===== config.mk =====
export PLATFORM = sky130hd
export DESIGN_NAME = branch_predictor
export DESIGN_NICKNAME = d
export VERILOG_FILES = /design/src/rtl/branch_predictor.sv
export SDC_FILE = /design/constraint.sdc
export NUM_CORES = 1
export LEC_CHECK = 0
export ABC_AREA = 1
export CAP_MARGIN = 15
export CORE_MARGIN = 2
export CORE_UTILIZATION = 46
export DETAILED_ROUTE_END_ITERATION = 6
export PLACE_DENSITY = 0.7
export RECOVER_POWER = 25
export SETUP_SLACK_MARGIN = 0.5
export SLEW_MARGIN = 0
export SYNTH_ARGS = -nofsm -noshare
export SYNTH_HDL_FRONTEND = slang
export SYNTH_SLANG_ARGS = --single-unit

===== constraint.sdc =====
create_clock -name clk -period 5 [get_ports clk]
set_clock_uncertainty 0.15 [all_clocks]
set_input_delay 0.75 -clock clk [delete_from_list [all_inputs] [get_ports clk]]
set_output_delay 0.75 -clock clk [all_outputs]
set_load 0.02 [all_outputs]

===== src/rtl/branch_predictor.sv =====
// Fetch-side predictor: a table of 2-bit saturating counters indexed by PC, with
// the prediction carried into ID and resolved there. Optional stats: BP_STATS_EN.
module branch_predictor #(
    parameter int         INDEX_W      = 6,
    parameter logic [1:0] COUNTER_INIT = 2'b01
) (
    input  logic        clk,
    input  logic        rst,
    input  logic [31:0] pcF,
    input  logic        stallF,
    input  logic        stallD,
    input  logic        flushD,
    output logic        predict_takenF,
    input  logic        branchD,
    input  logic        actual_takenD,
    output logic        pred_takenD,
    output logic        mispredictD,
    output logic [31:0] br_countD,
    output logic [31:0] mp_countD
);
    localparam int DEPTH = 1 << INDEX_W;

    logic [1:0]         tbl [DEPTH];
    logic [INDEX_W-1:0] idxF;
    logic [INDEX_W-1:0] idxD;
    logic               validD;
    logic               resolveD;

    // Word-aligned PC bits only; stallF is irrelevant because a stalled fetch never consumes the prediction.
    wire unused_ok = ^{pcF[31:INDEX_W+2], pcF[1:0], stallF};

    assign idxF           = pcF[INDEX_W+1:2];
    assign predict_takenF = tbl[idxF][1];

    always_ff @(posedge clk or posedge rst) begin
        if (rst) begin
            idxD        <= '0;
            pred_takenD <= 1'b0;
            validD      <= 1'b0;
        end else if (flushD) begin
            validD      <= 1'b0;
            pred_takenD <= 1'b0;
        end else if (!stallD) begin
            idxD        <= idxF;
            pred_takenD <= predict_takenF;
            validD      <= 1'b1;
        end
    end

    // Comparator inputs may still be settling through forwarding while ID is stalled.
    assign resolveD    = branchD & validD & ~stallD;
    assign mispredictD = resolveD & (pred_takenD != actual_takenD);

    always_ff @(posedge clk or posedge rst) begin
        if (rst) begin
            for (int i = 0; i < DEPTH; i++) begin
                tbl[i] <= COUNTER_INIT;
            end
        end else if (resolveD) begin
            if (actual_takenD) begin
                if (tbl[idxD] != 2'b11) begin
                    tbl[idxD] <= tbl[idxD] + 2'd1;
                end
            end else begin
                if (tbl[idxD] != 2'b00) begin
                    tbl[idxD] <= tbl[idxD] - 2'd1;
                end
            end
        end
    end

`ifdef BP_STATS_EN
    always_ff @(posedge clk or posedge rst) begin
        if (rst) begin
            br_countD <= '0;
            mp_countD <= '0;
        end else begin
            if (resolveD && br_countD != 32'hFFFF_FFFF) begin
                br_countD <= br_countD + 32'd1;
            end
            if (mispredictD && mp_countD != 32'hFFFF_FFFF) begin
                mp_countD <= mp_countD + 32'd1;
            end
        end
    end
`else
    assign br_countD = '0;
    assign mp_countD = '0;
`endif

endmodule


# --- Word-level counts from Yosys, hierarchy flattened ---
# Cells that the tools add are included.
totals:
  ff_bits: 136
  out_inout_bits: 67
classes:
  n_addsub: 2
  n_lt_le_gt_ge: 3
  eq_ne: 4
  mux: 17
  bitwise_logic: 7
  n_reduce_logical: 5
op_table:
  columns: ["cell", "n"]
  rows:
  - ["2-to-1 mux 128 bit", 3]
  - ["bitwise mux 128 bit", 2]
  - ["binary-select mux 2 bit (select 6 bit)", 2]
  - [">= comparator 7 bit, second input constant", 2]
  - ["inverter 6 -> 7 bit", 2]
  - ["demux 2 bit (select 6 bit)", 1]
  - ["2-to-1 mux 2 bit", 5]
  - ["< comparator 7 x 1 -> 1 bit, second input constant", 1]
  - ["2-to-1 mux 1 bit", 4]
  - ["!= test 2 x 1 -> 1 bit, second input constant", 2]
  - ["nonzero test 2 bit", 2]
  - ["bitwise AND 1 bit", 3]
  - ["AND reduction 3 bit", 1]
  - ["adder 2 x 1 -> 2 bit, second input constant", 1]
  - ["!= test 2 bit, second input constant", 1]
  - ["inverter 1 bit", 2]
  - ["AND reduction 2 bit", 1]
  - ["subtractor 2 x 1 -> 2 bit, second input constant", 1]
  - ["logical AND 1 bit", 1]
  - ["!= test 1 bit", 1]

# --- Logic depth before layout (Yosys ltp) ---
logic_depth:
  ltp_word: 8
  depth_mapped: 25
  ltp_nobuf: 21

# --- Least setup slack after synthesis ---
# No wires, ideal clock.
synth_path:
  path_type: "flip-flop to flip-flop"
  from: "reg idxD[2]"
  to: "reg tbl[19] (netlist bit)"
  setup_ps: 135
  arrival_ps: 2848
  required_time_ps: 4715
  setup_slack_ps: 1867
  path_stages_with_launch: 16
  n_path_buf: 3
  path_cell_list: "dfrtp_1 -> clkbuf_2 -> inv_2 -> buf_6 -> nor3_1 -> clkinv_1 -> o21ai_0 -> inv_1 -> nand4_1 -> nand2_1 -> nand4_1 -> nor2_1 -> ha_1 -> xor2_1 -> clkbuf_1 -> o21ai_0"
synth_between:
  elab_chain_len: 8
  elab_cells_between_ends: 21
synth_rtl:
  columns: ["item", "line", "text"]
  rows:
  - ["start: declaration", "25", "logic [INDEX_W-1:0] idxD;"]
  - ["start signal: assignment", "44", "idxD <= idxF;"]
  - ["inverter 6 -> 7 bit (implied by the code) (*)", null, null]
  - ["binary-select mux 2 bit (select 6 bit) (tied with other cells)", null, null]
  - ["2-to-1 mux 2 bit (implied by the code) / logical AND 1 bit (equally long branches)", null, null]
  - ["2-to-1 mux 2 bit, on equally long branches", null, null]
  - ["subtractor 2 x 1 -> 2 bit (tied with other cells)", "66", "tbl[idxD] <= tbl[idxD] - 2'd1;"]
  - ["bitwise mux 128 bit, on equally long branches", "66, 62", null]
  - ["2-to-1 mux 128 bit, on equally long branches", "65, 61", null]
  - ["2-to-1 mux 128 bit", "60", "if (actual_takenD) begin"]
  - ["end signal: indexed assignment", "62", "tbl[idxD] <= tbl[idxD] + 2'd1;"]
  - ["end signal: indexed assignment", "66", null]
  - ["end: declaration", "23", "logic [1:0] tbl [DEPTH];"]
# Every way passes the cells marked *; elsewhere a longest branch is shown, timed or not. The select of a mux whose other input is x is not followed.
# A chain may end at the register's enable or synchronous reset.

# --- Final worst setup path ---
layout_path:
  from: "in pcF[2]"
  to: "out predict_takenF"
layout_between:
  elab_chain_len: 4
layout_rtl:
  columns: ["item", "line", "text"]
  rows:
  - ["start: declaration", "9", "input logic [31:0] pcF,"]
  - ["inverter 6 -> 7 bit (implied by the code)", "33", "assign predict_takenF = tbl[idxF][1];"]
  - ["binary-select mux 2 bit (select 6 bit)", "33", null]
  - ["2-to-1 mux 2 bit (implied by the code) (2 in series)", "33", null]
  - ["end: declaration", "13", "output logic predict_takenF,"]
# Every way passes these cells. The select of a mux whose other input is x is not followed.

==> results.md <==
* Run status: finished with violations
* Violated checks: capacitance limit, slew limit
* Initial antenna violation count at 0
* Count of flip-flops with a built-in enable after synthesis at 0
* FF-to-FF setup slack at 1.06 ns
* CP Max Fanout at 21
* Post-detail-place hpwl at 14800 µm
* Full die area at 19000 µm²
* Total power at 3.15 mW
* Clock slew at reported path FFs at 0.06 ns
* Max stage delay on crit path at 0.63 ns
* Drt total wl at roughly 23000 µm
* Final setup violation count at 0
* Share of layout cells above drive strength 1 at 10.7%
* Pin count of the biggest net entering global routing at 110
* Worst path required time at 4.10 ns
* Final net count at ~1200
* Sequential power share at 39.7%
* Fill cells at 1708
* Number of DRC markers in iteration 0 at 831
* DRC Markers at 0
* Top cell type's share of synthesized area at a little over a fifth
* Final Instance Count excl. Fillers at roughly 1400
* Total of max-cap violations at 1
* Layout Area Growth over Synthesis at 8.45%
* Final instance area at around 9000 µm²
* Slowest stage cell, crit path: clkdlybuf4s50_1
* P_leak at 4.10 nW
* Number of CTS-inserted buffers at 17
* Total track usage at between 20% and 30%
* # diodes at 0
* Fin crit period at 4.17 ns
* Final core occ at 50.4%
* Final Hold Viols at 0
* Clk buf depth at 2
* Avg Vias per Cell at 5.25
* Ys flop type: dfrtp_1
* Worst slew pin tran at 2.33 ns
* CP startpoint: pcF[2]
* CTS Hold Bufs at 0
* H-tree levels at 4
* Root buf cell: clkbuf_16
* Worst Hold Class: reg -> reg
* Pwr/cell area at 352 nW/µm²
* Total global routing overflow at 0
* Crit end category: output port
* Sink Count at around 140
* Comb pwr share at 16.2%
* Global-route wire length before repair at 36700 µm
* Worst setup margin at 0.828 ns
* Post-Syn Area at 8260 µm²
* Vias in the first global route at 6919
* Placer Congestion at 0.948
* Unrepaired setup endpoints after global routing: false
* IO Port Bufs at 14
* Max Slew Vio Count at 110
* F_max at 0.240 GHz
* Number of cells upsized or downsized after cts at 0
* Ports at 106
* Synthesized area per cell at 6.97 µm²
* TritonCTS clock tree: done
* Post-placement cell count at 1393
* Synthesized instance count at between 1000 and 1500
* Worst Setup Slack post-DPL at just under 0.9 ns
* Per-cell routed wire length at 16.1 µm
* FF-to-FF Start: idxD[1]
* Final cycle utilization of the critical path at around 83%
* Min Hold Slack at 0.315 ns
* Placeable Area at 17800 µm²
* Number of synthesized register bits at 136
* Worst IR Drop VDD at around 0.00026 V
* Setup Buffers After CTS at 0
* Chip Width at 138 µm
* Number of distinct library cells after synthesis at 32
* Max-slew headroom at -55.2%
* Setup TNS at 0 ns
* First-pass iteration count of the detailed router at 5
* Antenna Nets Post-Route at 0
* Register area share after synthesis at 42.2%
* Worst Path Arrival at 3.27 ns
* Switching Fraction at 30.0%
* Buf/Inv on CP at 4
* DP Area at 8310 µm²
* Critical Path Start Type: input port
* Crit path max-delay family: buffers and inverters
* NetSw at 0.944 mW
* Share of flip-flops with an asynchronous set or reset at 100%
* Die Height at around 140 µm
* Worst-path cell chain: clkdlybuf4s50_1 > inv_1 > buf_12 > nand2_1 > nand3_1 > nand3_1 > nand2_1 > nand2_1 > nand3_1 > nand3_1 > nand2_1 > clkdlybuf4s50_1
* Clock latency on the worst-skew pair at around 0.44 ns
* WS Path Type: in -> out
* Power share of the clock group at 44.1%
* Core Rows at between 40 and 50
* Via count at 7475
* Top cells by area, synth: dfrtp_1 (22%), nand2_1 (21%), dfstp_2 (20%), nand3_1 (7.3%), buf_4 (6.5%)
* Synth area leader: dfrtp_1
* Starting Density at 46.5%
* Power Internal at approximately 2.2 mW
* Yosys warns at 0
## cells by family after synthesis
group / share of synthesized area [%]
flip-flops: 42.2
AND/OR/NAND/NOR: 35.4
XOR/XNOR: 0.212
other: 0.0454
buffers and inverters: 14.3
multiplexers: 0.121
AO/OA/AOI/OAI: 7.51
adder cells (fa/ha/maj): 0.303
## metal layers
| layer | track usage, % | share of wire, % |
|---|---|---|
| met5 | 0 | 0 |
| met3 | 4.40 | 7.8 |
| met1 | 33.7 | 44 |
| met4 | 8.92 | 2.4 |
| met2 | 38.0 | 45 |
## layout make-up
cell class	instances	area [µm²]	area share [%]
repair buffers	30	273	3.04
clock buffers	22	484	5.40
inverters	106	402	4.48
flip-flops and latches	136	3480	38.9
clock inverters	10	165	1.84
well taps	229	287	3.20
multi-input cells	892	3870	43.2
## cell usage after synthesis, types with 10 or more instances
master	instances
nand2_1	471
nand3_1	121
inv_1	98
nor2_1	76
o21ai_0	76
dfrtp_1	72
buf_4	71
dfstp_2	64
a21oi_1	30
clkbuf_1	22
nor3_1	11
buf_6	10
## cells in the final DEF, fill, tap and decap left out
cell type and count:
nand3_2 4, and2_1 1, clkinv_2 1, a21oi_1 30
nand3_1 121, inv_6 1, clkbuf_16 17, dfstp_2 64
o21ai_0 76, mux2i_1 1, nand4_1 7, nand3_4 2
clkbuf_8 4, inv_2 6, nor4_1 1, a22oi_1 4
o31ai_1 8, clkinvlp_4 4, clkinv_1 2, ha_1 2
nand2_1 471, clkbuf_1 1, nand3b_1 8, or2_2 1
nor2_4 2, xnor2_1 1, nor2_1 76, inv_1 97
dlygate4sd3_1 2, xor2_4 1, buf_12 1, conb_1 64
buf_4 15, clkinv_4 1, nor3_1 11, bufinv_16 4
dfrtp_1 72, clkdlybuf4s50_1 12
## worst min-delay path, stage by stage (launching register included)
cell     delay (ns)
dfstp_2        0.37
nand2_1        0.05
nand2_1        0.05
## power by group through the flow
| stage | Sequential, mW | Combinational, mW | Clock [mW] |
|---|---|---|---|
| 2_1_floorplan | 1.25 | 0.398 | 0 |
| 3_3_place_gp | 1.26 | 0.499 | 0 |
| 3_5_place_dp | 1.26 | 0.504 | 0 |
| 4_1_cts | 1.25 | 0.506 | 1.40 |
| 5_1_grt | 1.26 | 0.556 | 1.44 |
| 6_report | 1.25 | 0.509 | 1.39 |
## final timing paths
path,endpoint,cells past startpoint
min in group asynchronous,tbl[123],2
worst max register to register,tbl[7],21
worst min register to register,flop,2
worst max-delay path,predict_takenF,12
worst min-delay path,flop,2
max in group asynchronous,async pin,3
(Power assumes the default switching activity.)
